===== src/rtl/sel_arb_pkg.sv =====
// Shared types and default sizing for the round-robin select arbiter.
package sel_arb_pkg;

  typedef enum logic {
    IDLE = 1'b0,
    BUSY = 1'b1
  } state_e;

  localparam int unsigned DATA_W_DEF = 4;
  localparam int unsigned N_REQ_DEF  = 4;

endpackage


===== src/rtl/sel_arbiter_rr_pick.sv =====
// Combinational round-robin picker: first eligible requester at or after ptr_i.
module rr_pick
  import sel_arb_pkg::*;
#(
  parameter int unsigned N_REQ = N_REQ_DEF
) (
  input  logic [N_REQ-1:0]         req_i,
  input  logic [N_REQ-1:0]         mask_i,
  input  logic [$clog2(N_REQ)-1:0] ptr_i,
  output logic [N_REQ-1:0]         win_o,
  output logic                     any_o
);

  logic [N_REQ-1:0]   elig;
  logic [N_REQ-1:0]   rot;
  logic [N_REQ-1:0]   rot_win;
  logic [2*N_REQ-1:0] dbl_dn;
  logic [2*N_REQ-1:0] dbl_up;

  // Rotate so the pointer sits at bit 0, isolate the lowest set bit, rotate back.
  always_comb begin
    elig    = req_i & ~mask_i;
    dbl_dn  = {elig, elig} >> ptr_i;
    rot     = dbl_dn[N_REQ-1:0];
    rot_win = rot & (~rot + 1'b1);
    dbl_up  = {rot_win, rot_win} << ptr_i;
    win_o   = dbl_up[2*N_REQ-1:N_REQ];
    any_o   = |elig;
  end

endmodule


===== src/rtl/sel_arbiter.sv =====
// Round-robin N-way arbiter with registered one-hot grant and valid/ready output word.
// Define SEL_ARB_IDLE_ZERO_EN to clear o_y on the edge that returns to IDLE.
module sel_arbiter
  import sel_arb_pkg::*;
#(
  parameter int unsigned DATA_W = DATA_W_DEF,
  parameter int unsigned N_REQ  = N_REQ_DEF
) (
  input  logic                    i_clk,
  input  logic                    i_reset,
  input  logic [N_REQ-1:0]        i_req,
  input  logic [N_REQ*DATA_W-1:0] i_data,
  output logic [N_REQ-1:0]        o_gnt,
  output logic [DATA_W-1:0]       o_y,
  output logic                    o_valid,
  input  logic                    i_ready
);

  localparam int unsigned PW = $clog2(N_REQ);

  state_e            state_q, state_d;
  logic [N_REQ-1:0]  gnt_q, gnt_d;
  logic [DATA_W-1:0] y_q, y_d;
  logic [PW-1:0]     ptr_q, ptr_d;

  logic [N_REQ-1:0]  win;
  logic              any;
  logic [DATA_W-1:0] win_data;
  logic [PW-1:0]     win_idx;
  logic              take;

  // The currently pulsing grant is masked so a not-yet-dropped request is not served twice.
  rr_pick #(
    .N_REQ (N_REQ)
  ) u_pick (
    .req_i  (i_req),
    .mask_i (gnt_q),
    .ptr_i  (ptr_q),
    .win_o  (win),
    .any_o  (any)
  );

  always_comb begin
    win_data = '0;
    win_idx  = '0;
    for (int unsigned k = 0; k < N_REQ; k++) begin
      if (win[k]) begin
        win_data = i_data[k*DATA_W +: DATA_W];
        win_idx  = PW'(k);
      end
    end
  end

  always_comb begin
    state_d = state_q;
    gnt_d   = '0;
    y_d     = y_q;
    ptr_d   = ptr_q;
    take    = (state_q == IDLE) || i_ready;

    if (take) begin
      if (any) begin
        state_d = BUSY;
        gnt_d   = win;
        y_d     = win_data;
        ptr_d   = (win_idx == PW'(N_REQ - 1)) ? '0 : win_idx + 1'b1;
      end else begin
        state_d = IDLE;
`ifdef SEL_ARB_IDLE_ZERO_EN
        if (state_q == BUSY) begin
          y_d = '0;
        end
`endif
      end
    end
  end

  always_ff @(posedge i_clk) begin
    if (i_reset) begin
      state_q <= IDLE;
      gnt_q   <= '0;
      y_q     <= '0;
      ptr_q   <= '0;
    end else begin
      state_q <= state_d;
      gnt_q   <= gnt_d;
      y_q     <= y_d;
      ptr_q   <= ptr_d;
    end
  end

  assign o_gnt   = gnt_q;
  assign o_y     = y_q;
  assign o_valid = (state_q == BUSY);

endmodule

===== config.mk =====
export PLATFORM = sky130hd
export DESIGN_NAME = sel_arbiter
export DESIGN_NICKNAME = d
export VERILOG_FILES = /design/src/rtl/sel_arb_pkg.sv /design/src/rtl/sel_arbiter_rr_pick.sv /design/src/rtl/sel_arbiter.sv
export SDC_FILE = /design/constraint.sdc
export NUM_CORES = 1
export LEC_CHECK = 0
export ABC_AREA = 1
export BUFFER_PORTS_ARGS = -buffer_cell sky130_fd_sc_hd__buf_2
export CAP_MARGIN = 0
export CORE_AREA = 2 2 46 48
export DETAILED_ROUTE_END_ITERATION = 8
export DIE_AREA = 0 0 48 50
export GPL_ROUTABILITY_DRIVEN = 0
export PLACE_DENSITY = 0.83
export SLEW_MARGIN = 20
export SYNTH_ARGS = -nofsm -noshare
export SYNTH_HDL_FRONTEND = slang
export SYNTH_SLANG_ARGS = --single-unit

===== constraint.sdc =====
create_clock -name i_clk -period 1.8 [get_ports i_clk]
set_input_delay 0.18 -clock i_clk [delete_from_list [all_inputs] [get_ports i_clk]]
set_output_delay 0.18 -clock i_clk [all_outputs]
set_load 0.05 [all_outputs]

# After elaboration in Yosys (flattened, before gate mapping)
# Cells that the tools add are included.
[word_totals]
register_bits = 11
latch_bits = 0
mem_bits_rw = 0
rom_bits = 0
in_bits = 23
output_inout_bits = 9
elab_cells = 29
memories = 0
[classes]
add_sub_neg = 2
multipliers = 0
n_div = 0
order_cmp = 0
n_eq_ne = 1
shifts = 2
n_mux = 9
bitwise_logic = 7
n_reduce_logical = 4
[op_table]
columns = ["cell", "count"]
rows = [
  ["two-way mux 4 bit", 4],
  ["bitwise AND 4 bit", 2],
  ["NOT 4 bit", 2],
  ["<< shifter 8 x 2 -> 8 bit", 1],
  ["right shift 8 x 2 -> 4 bit", 1],
  ["two-way mux 2 bit", 3],
  ["adder 4 x 1 -> 4 bit (second input constant)", 1],
  ["OR reduction 4 bit", 1],
  ["NOT 1 bit", 3],
  ["OR reduction 3 bit", 1],
  ["adder 2 x 1 -> 2 bit (second input constant)", 1],
  ["== test 2 bit (second input constant)", 1],
  ["two-way mux 1 bit", 2],
  ["AND reduction 2 bit", 1],
  ["logical OR 1 bit", 1],
]

# Depth between registers and ports, before layout
[logic_depth]
ltp_word = 12
depth_mapped = 15
ltp_nobuf = 14

# Modules after synthesis
# Synthesis repeated with hierarchy kept, for this count alone.
[hier_totals]
cells_unflattened = 140
area_unflattened_um2 = 913.4
[by_module_without_submodules]
columns = ["module", "n_inst", "cells_each", "area_per_inst_um2", "seq_area_each_um2"]
rows = [
  ["sel_arbiter", 1, 79, 563.0, 220.2],
  ["rr_pick", 1, 61, 350.3, 0.0],
]

# Worst setup path after synthesis
# Ideal clock, no wire load.
[synth_timing]
kind = "reg-to-reg"
startpoint = "register gnt_q[3] (netlist: o_gnt[3])"
endpoint = "register y_q[0] (netlist: o_y[0])"
setup_time_ps = 127
arrival_time_ps = 1759
required_time_ps = 1673
path_slack_ps = -86
path_stages_with_launch = 14
path_buffers = 0
synth_period_minus_slack_ps = 1886
cell_sequence = "dfxtp_1 inv_1 nand3_1 nand3_2 nand2_4 nand2_4 nor2_4 nand2_2 nand3_2 o21ai_4 o21ai_1 inv_1 nand2_1 a21oi_1"
[synth_between]
elab_chain_len = 11
elab_cells_between_ends = 13
cone_classes = "1 x add/sub; 2 x shift; 4 x mux; 4 x bitwise; 2 x reduce/logical"
[synth_rtl]
columns = ["item", "line", "source"]
rows = [
  ["from (decl)", "sel_arbiter.sv:22", "logic [N_REQ-1:0] gnt_q, gnt_d;"],
  ["from (signal assigned)", "sel_arbiter.sv:86", "gnt_q <= gnt_d;"],
  ["NOT 4 bit *", "sel_arbiter_rr_pick.sv:22", "elig = req_i & ~mask_i;"],
  ["bitwise AND 4 bit *", "sel_arbiter_rr_pick.sv:22", ""],
  ["right shift 8 x 2 -> 4 bit", "sel_arbiter_rr_pick.sv:23", "dbl_dn = {elig, elig} >> ptr_i;"],
  ["NOT 4 bit", "sel_arbiter_rr_pick.sv:25", "rot_win = rot & (~rot + 1'b1);"],
  ["adder 4 x 1 -> 4 bit", "sel_arbiter_rr_pick.sv:25", ""],
  ["bitwise AND 4 bit", "sel_arbiter_rr_pick.sv:25", ""],
  ["<< shifter 8 x 2 -> 8 bit", "sel_arbiter_rr_pick.sv:26", "dbl_up = {rot_win, rot_win} << ptr_i;"],
  ["two-way mux 4 bit (4 in series)", "sel_arbiter.sv:47", "if (win[k]) begin"],
  ["to (signal assigned)", "sel_arbiter.sv:87", "y_q <= y_d;"],
  ["to (decl)", "sel_arbiter.sv:23", "logic [DATA_W-1:0] y_q, y_d;"],
]
# Mark *: on every way between the ends. The rest lies on a longest branch, timed or not.
# A chain may end at the register's enable or synchronous reset.

# Final worst setup path
[layout_timing]
startpoint = "register ptr_q[0]"
endpoint = "register y_q[2] (netlist: o_y[2])"
[layout_between]
elab_chain_len = 9
[layout_rtl]
columns = ["item", "line", "source"]
rows = [
  ["from (decl)", "sel_arbiter.sv:24", "logic [PW-1:0] ptr_q, ptr_d;"],
  ["from (signal assigned)", "sel_arbiter.sv:88", "ptr_q <= ptr_d;"],
  ["right shift 8 x 2 -> 4 bit", "sel_arbiter_rr_pick.sv:23", ""],
  ["NOT 4 bit", "sel_arbiter_rr_pick.sv:25", ""],
  ["adder 4 x 1 -> 4 bit", "sel_arbiter_rr_pick.sv:25", ""],
  ["bitwise AND 4 bit", "sel_arbiter_rr_pick.sv:25", ""],
  ["<< shifter 8 x 2 -> 8 bit *", "sel_arbiter_rr_pick.sv:26", ""],
  ["two-way mux 4 bit (3 in series)", "sel_arbiter.sv:47", ""],
  ["two-way mux 4 bit *", "sel_arbiter.sv:47", ""],
]
# Marks and branches as above.

==> impl_metrics.csv <==
group,metric,value,unit
run_status,status,"completed",
setup_path,r2r-start,"ptr_q[0]",
final_layout,drive_above_1_share,41.5,%
detailed_routing,vias_per_cell,5.15,
min_path,hold_class,"in2reg",
clock_tree,clk_path_buf_depth,2,
power_and_ir_drop,ir_drop,0.000890,V
floorplanning,coreArea,0.00190,mm2
place,dp_hpwl,1800,um
final_layout,final_common_cell,"buf_2",
min_path,min_path_cells,2,
clock_tree,clkTransAtPathRegs,0.07,ns
timing,finalClockSkew,0.00156,ns
grt,grt_max_degree,11,
detailed_routing,dr.pass1.iters,4,
timing,rsz0062_at_grt,"false",
timing,period_share,89.6,%
logic_synthesis,post_synth.cell_area_avg,6.89,um2
job,cap_violations,0,
floorplanning,ioPinCount,32,
logic_synthesis,synthCells,124,
clock_tree,clk_latency,0.25,ns
setup_path,critical_path_class,"reg2reg",
grt,antenna_found_initial,0,
setup_path,regToRegEndpoint,"o_y[2]",
final_layout,nets,183,
power_and_ir_drop,power,2.29,mW
logic_synthesis,synthSimpleGateAreaFrac,53.6,%
final_layout,antenna_cells,0,
clock_tree,tritoncts,"yes",
timing,setup_slack,0.186,ns
power_and_ir_drop,p_int,0.972,mW
detailed_routing,vias,957,
detailed_routing,wl_met1,914,um
clock_tree,htreeDepth,1,
detailed_routing,wire_per_inst,11.8,um
setup_path,required,1.94,ns
setup_path,critPathMaxFanout,10,
grt,grt_pass1_wl,3260,um
grt,grt_pass1_vias,835,
place,dpl_worst_slack,0.0481,ns
clock_tree,clock-sinks,11,
logic_synthesis,ys.flop_type,"dfxtp_1",
power_and_ir_drop,p_leak,0.547,nW
logic_synthesis,synth-seq-cells,11,
timing,tightest_slew,0.270,ns
grt,grt.overflow.total,0,
final_layout,final_cell_mix,"buf_2 (31), nand2_1 (28), nand3_1 (25)",
final_layout,fillers,198,
floorplanning,row_count,16,
setup_path,r2r_setup_slack,0.19,ns
detailed_routing,antenna_left,0,
logic_synthesis,synthAdderAreaFrac,0,%
logic_synthesis,synth_edf_count,0,
floorplanning,initial_core_util,44.9,%
timing,setup_viol,0,
detailed_routing,top_layer_used,"met4",
floorplanning,die_w,48,um
floorplanning,die-area,0.00240,mm2
floorplanning,die_height,50,um
timing,holdWs,0.189,ns
place,port_buffers,31,
logic_synthesis,synth.area.mux_share,0,%
logic_synthesis,synth.distinct_cells,21,
power_and_ir_drop,powerDensity,2120,mW/mm2
logic_synthesis,synth-xor-area-share,0,%
timing,slew_violations,0,
grt,grt.total_usage,18.2,%
timing,hold_viol_final,0,
timing,tns,0,ns
setup_path,endpoint_kind,"flip-flop",
min_path,worstHoldStart,"i_reset",
final_layout,areaGrowthSynthToFinish,25.9,%
setup_path,start_kind,"flip-flop",
timing,max_freq,0.620,GHz
timing,relSlewSlack,81.9,%
setup_path,reg2reg_depth,13,
power_and_ir_drop,combPwrFrac,73.3,%
logic_synthesis,netlist_area,855,um2
setup_path,cp.arrival,1.76,ns
power_and_ir_drop,p_sw,1.31,mW
clock_tree,cts-root-buf,"clkbuf_4",
min_path,min_to,"ptr_q[1]",
power_and_ir_drop,p_seq_share,19.8,%
logic_synthesis,async_reset_ff_share,0,%
logic_synthesis,synth_compound_area_share,10.2,%
detailed_routing,finalWirelength,2200,um
clock_tree,cts_buffers,3,
detailed_routing,drt_iter0_drc,24,
detailed_routing,dr_wl_met2,1180,um
power_and_ir_drop,swShare,57.5,%
logic_synthesis,yosysWarnings,0,
detailed_routing,drc,0,
timing,fin_crit,1.61,ns
logic_synthesis,synth_nets,147,
logic_synthesis,yosysSeqAreaShare,25.8,%
power_and_ir_drop,clkPwrFrac,7.0,%
detailed_routing,met3RoutedLength,83,um
logic_synthesis,synth_top_family_by_area,"simple AND/OR/NAND/NOR gates",
final cells by class:
cell class	instances	area, um2	share of cell area [%]
tap	27	33.8	3.14
inverter	14	62.6	5.81
timing repair buffer	34	178	16.5
multi-input combinational	96	546	50.7
sequential	11	230	21.4
clock buffer	4	26.3	2.44
state kept, by name, summed over array words and instances (netlist names):
name	flops
o_gnt	4
o_valid	1
o_y	4
ptr_q	2
power by group through the flow:
stage / Sequential (mW) / Combinational (mW) / Clock [mW]
CTS: 0.442 / 1.62 / 0.163
global route: 0.465 / 1.83 / 0.180
global placement: 0.441 / 1.57 / 0
detailed placement: 0.449 / 1.62 / 0
finish: 0.452 / 1.67 / 0.160
floorplan: 0.691 / 1.08 / 0
metal layers:
metal,track usage (%),up-vias
li1,-,493
met1,19.9,432
met2,35.3,30
met3,3.30,2
met4,1.35,0
met5,0,-
Yosys cell counts (2+ instances only):
cell | instances | area share, %
nand3_1 | 25 | 15
dfxtp_1 | 11 | 26
nand2_4 | 2 | 2.6
nand2_2 | 3 | 2.2
nand4_1 | 7 | 5.1
inv_1 | 11 | 4.8
nor2_1 | 4 | 1.8
a21oi_1 | 7 | 4.1
buf_6 | 2 | 2.6
o21ai_1 | 4 | 2.3
nand2_1 | 28 | 12
nand3_2 | 11 | 13
how the worst max path moves through the flow:
| stage | from | cells past startpoint | endpoint |
|---|---|---|---|
| global route | o_gnt[1] | 13 | o_y[1] |
| CTS | ptr_q[0] | 8 | o_y[0] |
| floorplan | o_gnt[3] | 13 | o_y[0] |
| detailed placement | ptr_q[0] | 13 | o_y[2] |
| finish | ptr_q[0] | 13 | o_y[2] |
| global placement | ptr_q[0] | 13 | o_y[1] |
cells by family after synthesis:
kind of cell	count (synthesis)
AO/OA/AOI/OAI	14
buffers and inverters	17
flip-flops	11
AND/OR/NAND/NOR	82
per-stage QoR:
stage,cells,instance area (um2),util (%)
detailed placement,181,1040,54.5
floorplan,124,860,-
global placement,181,1040,54.5
finish,186,1080,56.6
CTS,185,1060,55.9
global route,186,1080,56.6
worst max-delay path, stage by stage (launching register included):
cell and delay (ns):
dfxtp_4 0.40, inv_8 0.06, nand3_2 0.08, nand3_2 0.10, nand2_4 0.13, nand2_4 0.06
nor2_4 0.12, nand2_2 0.08, nand3_2 0.08, o21ai_4 0.10, o21ai_1 0.13, inv_1 0.05
nand2_1 0.06, a21oi_1 0.05
timing repair:
| action | in CTS | in global routing |
|---|---|---|
| hold endpoints to repair | 0 | 0 |
| hold buffers | 0 | 0 |
| buffers inserted | 0 | 1 |
| resized for setup | 0 | 3 |
| endpoints found under the setup margin | 0 | 7 |
Note: power is estimated with default switching activity, not from simulation.
